--- config.mk ---
export PLATFORM = sky130hd
export DESIGN_NAME = mdu_sequencer
export DESIGN_NICKNAME = d
export VERILOG_FILES = /design/src/rtl/mdu_sequencer.sv
export SDC_FILE = /design/constraint.sdc
export NUM_CORES = 1
export LEC_CHECK = 0
export CAP_MARGIN = 20
export CORE_UTILIZATION = 40
export CTS_CLUSTER_DIAMETER = 30
export DETAILED_ROUTE_END_ITERATION = 10
export PLACE_DENSITY = 0.63
export SLEW_MARGIN = 15
export SYNTH_ARGS = -nofsm -noshare
export SYNTH_HDL_FRONTEND = slang
export SYNTH_SLANG_ARGS = --single-unit
--- constraint.sdc ---
create_clock -name clk -period 3.9 [get_ports clk]
set_clock_uncertainty 0.2 [all_clocks]
set_input_delay 0.975 -clock clk [delete_from_list [all_inputs] [get_ports clk]]
set_output_delay 0.975 -clock clk [all_outputs]
set_load 0.005 [all_outputs]
--- src/rtl/mdu_sequencer.sv ---
// Iterative RV32M multiply/divide sequencer: shift-add multiplier and restoring divider, one bit per cycle.
// Optional MDU_FAST_ZERO_EN skips the iteration phase when an operand makes the result trivial.
module mdu_sequencer #(
    parameter int WIDTH = 32
) (
    input  logic             clk,
    input  logic             reset,
    input  logic             start,
    input  logic             kill,
    input  logic [2:0]       Funct3,
    input  logic [WIDTH-1:0] SrcA,
    input  logic [WIDTH-1:0] SrcB,
    output logic             ready,
    output logic             stall,
    output logic             busy,
    output logic             done,
    output logic [WIDTH-1:0] Result
);

    localparam int CW = $clog2(WIDTH);
    localparam logic [WIDTH-1:0]   ZERO_W   = {WIDTH{1'b0}};
    localparam logic [WIDTH-1:0]   ONES_W   = {WIDTH{1'b1}};
    localparam logic [WIDTH-1:0]   ONE_W    = {{(WIDTH-1){1'b0}}, 1'b1};
    localparam logic [2*WIDTH-1:0] ONE_2W   = {{(2*WIDTH-1){1'b0}}, 1'b1};
    localparam logic [CW-1:0]      CNT_LOAD = CW'(WIDTH-1);
    localparam logic [CW-1:0]      CNT_ZERO = {CW{1'b0}};
    localparam logic [CW-1:0]      CNT_ONE  = {{(CW-1){1'b0}}, 1'b1};

    typedef enum logic [2:0] {
        S_IDLE = 3'd0,
        S_PREP = 3'd1,
        S_ITER = 3'd2,
        S_FIX  = 3'd3,
        S_DONE = 3'd4
    } state_t;

    state_t               r_state;
    state_t               w_next;
    logic                 r_ready;
    logic                 r_busy;
    logic                 r_done;
    logic [2:0]           r_f3;
    logic [WIDTH-1:0]     r_src_a;
    logic [WIDTH-1:0]     r_mag_a;
    logic [WIDTH-1:0]     r_mag_b;
    logic                 r_sign_a;
    logic                 r_sign_b;
    logic [2*WIDTH-1:0]   r_acc;
    logic [CW-1:0]        r_cnt;
    logic [WIDTH-1:0]     r_result;

    logic                 w_sign_a;
    logic                 w_sign_b;
    logic [WIDTH:0]       w_mul_sum;
    logic [2*WIDTH-1:0]   w_mul_next;
    logic [WIDTH:0]       w_rem_sh;
    logic [WIDTH:0]       w_trial;
    logic [2*WIDTH-1:0]   w_div_next;
    logic [2*WIDTH-1:0]   w_prod;
    logic                 w_b_zero;
    logic [WIDTH-1:0]     w_fix_result;

    function automatic logic [WIDTH-1:0] cond_neg_w(input logic [WIDTH-1:0] v, input logic neg);
        if (neg) begin
            return ~v + ONE_W;
        end else begin
            return v;
        end
    endfunction

    function automatic logic [2*WIDTH-1:0] cond_neg_2w(input logic [2*WIDTH-1:0] v, input logic neg);
        if (neg) begin
            return ~v + ONE_2W;
        end else begin
            return v;
        end
    endfunction

    // MULHSU treats only rs1 as signed; unsigned ops never set a sign flag
    assign w_sign_a = SrcA[WIDTH-1] & ((Funct3 == 3'b001) | (Funct3 == 3'b010) |
                                       (Funct3 == 3'b100) | (Funct3 == 3'b110));
    assign w_sign_b = SrcB[WIDTH-1] & ((Funct3 == 3'b001) | (Funct3 == 3'b100) | (Funct3 == 3'b110));

    assign w_mul_sum  = {1'b0, r_acc[2*WIDTH-1:WIDTH]} + {1'b0, r_mag_a};
    assign w_mul_next = r_mag_b[0] ? {w_mul_sum, r_acc[WIDTH-1:1]} : {1'b0, r_acc[2*WIDTH-1:1]};
    assign w_rem_sh   = {r_acc[2*WIDTH-1:WIDTH], r_mag_a[WIDTH-1]};
    assign w_trial    = w_rem_sh - {1'b0, r_mag_b};
    assign w_div_next = w_trial[WIDTH] ? {w_rem_sh[WIDTH-1:0], r_acc[WIDTH-2:0], 1'b0}
                                       : {w_trial[WIDTH-1:0], r_acc[WIDTH-2:0], 1'b1};
    assign w_prod     = cond_neg_2w(r_acc, r_sign_a ^ r_sign_b);
    assign w_b_zero   = (r_mag_b == ZERO_W);

    assign ready  = r_ready;
    assign busy   = r_busy;
    assign done   = r_done;
    assign Result = r_result;
    assign stall  = (start & r_ready & ~kill) | r_busy;

`ifdef MDU_FAST_ZERO_EN
    logic w_fast_zero;
    assign w_fast_zero = w_b_zero | (~r_f3[2] & (r_mag_a == ZERO_W));
`endif

    // Result selection and sign correction applied in FIX
    always_comb begin
        w_fix_result = ZERO_W;
        if (!r_f3[2]) begin
            if (r_f3[1:0] == 2'b00) begin
                w_fix_result = w_prod[WIDTH-1:0];
            end else begin
                w_fix_result = w_prod[2*WIDTH-1:WIDTH];
            end
        end else if (w_b_zero) begin
            // Division by zero returns the raw dividend as remainder, not its magnitude
            if (r_f3[1]) begin
                w_fix_result = r_src_a;
            end else begin
                w_fix_result = ONES_W;
            end
        end else if (r_f3[1]) begin
            w_fix_result = cond_neg_w(r_acc[2*WIDTH-1:WIDTH], r_sign_a);
        end else begin
            w_fix_result = cond_neg_w(r_acc[WIDTH-1:0], r_sign_a ^ r_sign_b);
        end
    end

    // Next-state logic
    always_comb begin
        w_next = r_state;
        case (r_state)
            S_IDLE: begin
                if (start & ~kill) begin
                    w_next = S_PREP;
                end else begin
                    w_next = S_IDLE;
                end
            end
            S_PREP: begin
                if (kill) begin
                    w_next = S_IDLE;
                end else begin
`ifdef MDU_FAST_ZERO_EN
                    w_next = w_fast_zero ? S_FIX : S_ITER;
`else
                    w_next = S_ITER;
`endif
                end
            end
            S_ITER: begin
                if (kill) begin
                    w_next = S_IDLE;
                end else if (r_cnt == CNT_ZERO) begin
                    w_next = S_FIX;
                end else begin
                    w_next = S_ITER;
                end
            end
            S_FIX: begin
                if (kill) begin
                    w_next = S_IDLE;
                end else begin
                    w_next = S_DONE;
                end
            end
            S_DONE:  w_next = S_IDLE;
            default: w_next = S_IDLE;
        endcase
    end

    // State register and registered status outputs
    always_ff @(posedge clk or negedge reset) begin
        if (!reset) begin
            r_state <= S_IDLE;
            r_ready <= 1'b1;
            r_busy  <= 1'b0;
            r_done  <= 1'b0;
        end else begin
            r_state <= w_next;
            r_ready <= (w_next == S_IDLE);
            r_busy  <= (w_next != S_IDLE);
            r_done  <= (w_next == S_DONE);
        end
    end

    // Operand capture, iteration datapath and result register
    always_ff @(posedge clk or negedge reset) begin
        if (!reset) begin
            r_f3     <= 3'b000;
            r_src_a  <= ZERO_W;
            r_mag_a  <= ZERO_W;
            r_mag_b  <= ZERO_W;
            r_sign_a <= 1'b0;
            r_sign_b <= 1'b0;
            r_acc    <= {(2*WIDTH){1'b0}};
            r_cnt    <= CNT_ZERO;
            r_result <= ZERO_W;
        end else begin
            case (r_state)
                S_IDLE: begin
                    if (w_next == S_PREP) begin
                        r_f3     <= Funct3;
                        r_src_a  <= SrcA;
                        r_sign_a <= w_sign_a;
                        r_sign_b <= w_sign_b;
                        r_mag_a  <= cond_neg_w(SrcA, w_sign_a);
                        r_mag_b  <= cond_neg_w(SrcB, w_sign_b);
                    end
                end
                S_PREP: begin
                    r_acc <= {(2*WIDTH){1'b0}};
                    r_cnt <= CNT_LOAD;
                end
                S_ITER: begin
                    // Multiplier bits are consumed from rs2, dividend bits from rs1
                    if (r_f3[2]) begin
                        r_acc   <= w_div_next;
                        r_mag_a <= {r_mag_a[WIDTH-2:0], 1'b0};
                    end else begin
                        r_acc   <= w_mul_next;
                        r_mag_b <= {1'b0, r_mag_b[WIDTH-1:1]};
                    end
                    if (r_cnt != CNT_ZERO) begin
                        r_cnt <= r_cnt - CNT_ONE;
                    end
                end
                S_FIX: begin
                    if (!kill) begin
                        r_result <= w_fix_result;
                    end
                end
                default: begin
                end
            endcase
        end
    end

endmodule

==> impl_table.tex <==
\begin{tabular}{lr}
\hline
Metric & Value \\
\hline
\multicolumn{2}{l}{\textbf{Outcome}} \\
\quad Result of the run & finished clean \\
\multicolumn{2}{l}{\textbf{Layout}} \\
\quad Layout cells sized above 1 & 12.27\% \\
\quad Layout net count & 2539 \\
\quad Final cell count without fillers & 3022 \\
\quad Synth-to-layout area growth & 26.21\% \\
\quad Footprint of the flip-flops and latches & 5209 µm² \\
\quad Antenna diodes & 0 \\
\quad Filler cells & 4059 \\
\quad Post-Route Utilization & 51.61\% \\
\quad Multi-input combinational cell area & 11300 µm² \\
\multicolumn{2}{l}{\textbf{STA}} \\
\quad Final hold viol count & 0 \\
\quad Max\_slew headroom & 28.08\% \\
\quad Final WS setup & 0.1564 ns \\
\quad Post-layout minimum cycle time & 3.744 ns \\
\quad Top achievable clock speed & 267.1 MHz \\
\quad Setup violators final & 0 \\
\quad Post-route fraction of the period consumed by the critical path & 95.99\% \\
\quad Worst-Margin Slew & 1.069 ns \\
\quad Max-slew violations & 0 \\
\quad Worst hold slack across all endpoints & 0.04370 ns \\
\multicolumn{2}{l}{\textbf{Critical path}} \\
\quad First element of the critical path & r\_acc[52] \\
\quad Category of the worst setup path launch point & flop \\
\quad Critical Path End Type & flop \\
\quad Crit path arrival time & 4.01 ns \\
\quad Peak fanout along the critical path & 10 \\
\quad Capturing instance or port of the critical path & Result[29] \\
\quad Critical register-to-register path startpoint & r\_acc[52] \\
\quad Data required time of the critical path & 4.17 ns \\
\quad Reg2reg path depth & 10 \\
\quad RR Endpoint & Result[29] \\
\quad Worst setup path class & reg2reg \\
\quad Flop2flop setup slack & 0.16 ns \\
\multicolumn{2}{l}{\textbf{Clock tree}} \\
\quad Clock insertion delay at the later pin of the skew report & 0.62 ns \\
\quad Clock Pin Slew Worst Setup and Hold Paths & 0.05 ns \\
\quad TritonCTS Buffers & 59 \\
\quad Clock tree from TritonCTS & yes \\
\quad Clock Sinks & 208 \\
\quad Root buf cell & clkbuf\_16 \\
\quad Number of buffers between clock root and the deepest sink & 3 \\
\quad H-tree levels & 2 \\
\multicolumn{2}{l}{\textbf{Floorplan}} \\
\quad Die height & 210.0 µm \\
\quad Die outline width & 210.0 µm \\
\quad Cell row count & 75 \\
\quad Count of pins on the block boundary & 107 \\
\quad Core box area & 42320 µm² \\
\quad Starting Density & 40.89\% \\
\quad DIE AREA & 44100 µm² \\
\multicolumn{2}{l}{\textbf{Global route}} \\
\quad Wire length of the first global-routing pass & 100.6 mm \\
\quad Aggregate global routing overflow & 0 \\
\quad Largest net degree at the start of global routing & 88 \\
\quad Antenna violations before repair & 1 \\
\quad Vias in the first global route & 16896 \\
\quad Total Routing Usage GR & 29.72\% \\
\multicolumn{2}{l}{\textbf{Route}} \\
\quad Post-route DRC violation count & 0 \\
\quad Total via count after detailed routing & 17467 \\
\quad First-pass detailed-route iteration total & 6 \\
\quad Detailed-route wire length per cell & 21.59 µm \\
\quad Drt total wl & 65.23 mm \\
\quad Antenna Violating Nets Remaining & 0 \\
\quad DR iter-0 viols & 1730 \\
\quad Vias per inst & 5.780 \\
\multicolumn{2}{l}{\textbf{Power}} \\
\quad Worst IR drop on VDD & 0.0003979 V \\
\quad Power density over cell area & 800.8 nW/µm² \\
\quad Total power after layout & 17.49 mW \\
\quad Leakage Power & 9.779 nW \\
\multicolumn{2}{l}{\textbf{Synthesis}} \\
\quad Total of flip-flops plus latches after synthesis & 208 \\
\quad Synth unique cells & 81 \\
\quad Main flop type after synthesis & dfrtp\_1 \\
\quad Count of flip-flops with a built-in enable after synthesis & 0 \\
\quad Post-synth design cell area & 17310 µm² \\
\quad Sequential area share after synthesis & 30.08\% \\
\quad Synth Area per Inst & 7.740 µm² \\
\quad Fraction of synthesis flops using an asynchronous set or reset pin & 100.0\% \\
\quad Nets in the synthesized netlist & 2379 \\
\quad Synthesized netlist cell count & 2236 \\
\quad Warnings from Yosys & 0 \\
\multicolumn{2}{l}{\textbf{Placement}} \\
\quad Worst setup slack before clock tree synthesis & -0.2273 ns \\
\quad Global placement routability congestion & 0.9808 \\
\quad Number of port buffers & 106 \\
\quad Post-detailed-placement half-perimeter wirelength & 49.51 mm \\
\quad Cell count after placement & 2911 \\
\multicolumn{2}{l}{\textbf{Job}} \\
\quad Max-capacitance violation count & 0 \\
\multicolumn{2}{l}{\textbf{Worst hold path}} \\
\quad Hold Path Class & in2async \\
\hline
\end{tabular}
==> synth_stat cells (8+ instances only) <==
| cell type | number | share of area (%) |
|---|---|---|
| a22o_1 | 13 | 0.66 |
| nor4_1 | 23 | 0.83 |
| a31oi_1 | 23 | 0.83 |
| o21ai_0 | 208 | 6.0 |
| dfrtp_1 | 207 | 30 |
| and2_1 | 8 | 0.29 |
| o221ai_1 | 9 | 0.46 |
| a221o_1 | 15 | 0.87 |
| nand2b_1 | 11 | 0.40 |
| o211ai_1 | 42 | 1.8 |
| clkbuf_1 | 134 | 2.9 |
| a21oi_1 | 188 | 5.4 |
| xnor2_1 | 102 | 5.2 |
| o21a_1 | 13 | 0.56 |
| or3_1 | 23 | 0.83 |
| a21o_1 | 32 | 1.4 |
| buf_1 | 15 | 0.33 |
| nor2b_1 | 16 | 0.58 |
| nand3_1 | 27 | 0.78 |
| or4_1 | 11 | 0.48 |
| nor3_1 | 44 | 1.3 |
| a211oi_1 | 24 | 1.0 |
| or2_2 | 8 | 0.29 |
| and3_1 | 8 | 0.29 |
| nand4_1 | 16 | 0.58 |
| ha_1 | 70 | 5.1 |
| nor2_1 | 185 | 4.0 |
| a221oi_1 | 15 | 0.76 |
| o21bai_1 | 8 | 0.35 |
| o31ai_1 | 30 | 1.3 |
| xor2_1 | 100 | 5.1 |
| inv_1 | 64 | 1.4 |
| nand2_1 | 358 | 7.8 |
| mux2i_1 | 83 | 4.8 |
==> sequential cells by signal, summed over array words and instances, names as in the netlist <==
register,cells
ready,1
r_f3,3
r_sign_b,1
r_sign_a,1
Result,32
r_mag_a,32
r_cnt,5
done,1
r_acc,64
r_state,3
r_src_a,32
r_mag_b,32
busy,1
==> critical path: stages (launching register included) <==
cell     delay, ns
dfrtp_1       0.39
buf_4         0.20
nor4_1        0.82
nand3_1       0.53
o31ai_1       0.42
xor2_1        0.18
nor2_1        0.05
a21oi_1       0.18
a31oi_1       0.11
a21oi_1       0.38
o21ai_0       0.14
==> kinds of logic (layout without fill, tap and decap cells) <==
kind of cell | after synthesis | in the layout | share of synthesized area, %
adder cells (fa/ha/maj) | 72 | 72 | 5.292
multiplexers | 88 | 88 | 5.126
flip-flops | 208 | 208 | 30.08
AND/OR/NAND/NOR | 757 | 757 | 19.44
AO/OA/AOI/OAI | 685 | 685 | 24.86
buffers and inverters | 224 | 433 | 4.981
XOR/XNOR | 202 | 202 | 10.22
==> how the worst min path moves through the flow <==
stage                           start          end  slack [ns]  depth (start not counted)
after floorplan           r_src_a[11]  r_src_a[11]        0.25                          2
after global placement     Result[31]   Result[31]        0.25                          2
after detailed placement   Result[12]   Result[12]        0.27                          1
after CTS                       reset   r_mag_a[5]        0.02                          1
after global routing            reset  r_src_a[14]        0.04                          1
final                           reset  r_src_a[14]        0.04                          1
==> per-stage QoR <==
stage | instance area (µm²) | setup TNS, ns
floorplan | 17310 | 0
global placement | 19730 | -0.7484
detailed placement | 19730 | -0.9270
CTS | 21820 | 0
global route | 21840 | -0.001050
finish | 21840 | 0
==> repair_timing <==
item	in CTS	in global routing
hold buffers	0	0
resized for setup	0	6
setup endpoints to repair	0	21
buffers inserted	0	1
==> area by class of cell <==
type | instances | share of cell area, %
clock buffer | 73 | 7.412
inverter | 65 | 1.117
multi-input combinational | 1804 | 51.74
timing repair buffer | 258 | 10.45
clock inverter | 37 | 2.137
sequential | 208 | 23.85
tap | 577 | 3.305
==> power by group <==
| group | switching, mW | internal [mW] | total [mW] |
|---|---|---|---|
| combinational | 5.38 | 3.75 | 9.13 |
| clock | 1.56 | 3.40 | 4.96 |
| sequential | 0.677 | 2.73 | 3.40 |
| total | 7.61 | 9.88 | 17.5 |
==> layout by cell type (no fill, tap or decap), types with 15 or more instances in the layout <==
cell type / n
buf_4: 146
inv_1: 64
nor2_1: 182
nand3_1: 27
dfrtp_1: 205
a21o_1: 32
a211oi_1: 24
nand2_1: 358
o31ai_1: 30
xor2_1: 99
nand4_1: 16
mux2i_1: 83
nor2b_1: 16
a31oi_1: 22
or3_1: 23
nor4_1: 23
a221o_1: 15
o211ai_1: 42
xnor2_1: 100
o21ai_0: 207
ha_1: 70
clkbuf_16: 59
clkdlybuf4s50_1: 105
a221oi_1: 15
a21oi_1: 187
nor3_1: 44
==> per-layer routing <==
| metal | vias up | wire (µm) | global-route usage (%) | part of all wire [%] |
|---|---|---|---|---|
| li1 | 8313 | - | - | - |
| met1 | 8452 | 30670 | 43.20 | 47 |
| met2 | 604 | 27830 | 44.04 | 43 |
| met3 | 96 | 5105 | 5.915 | 7.8 |
| met4 | 2 | 1622 | 9.338 | 2.5 |
| met5 | - | 10 | 0 | 0.015 |
Power figures use the tool's default switching activity.
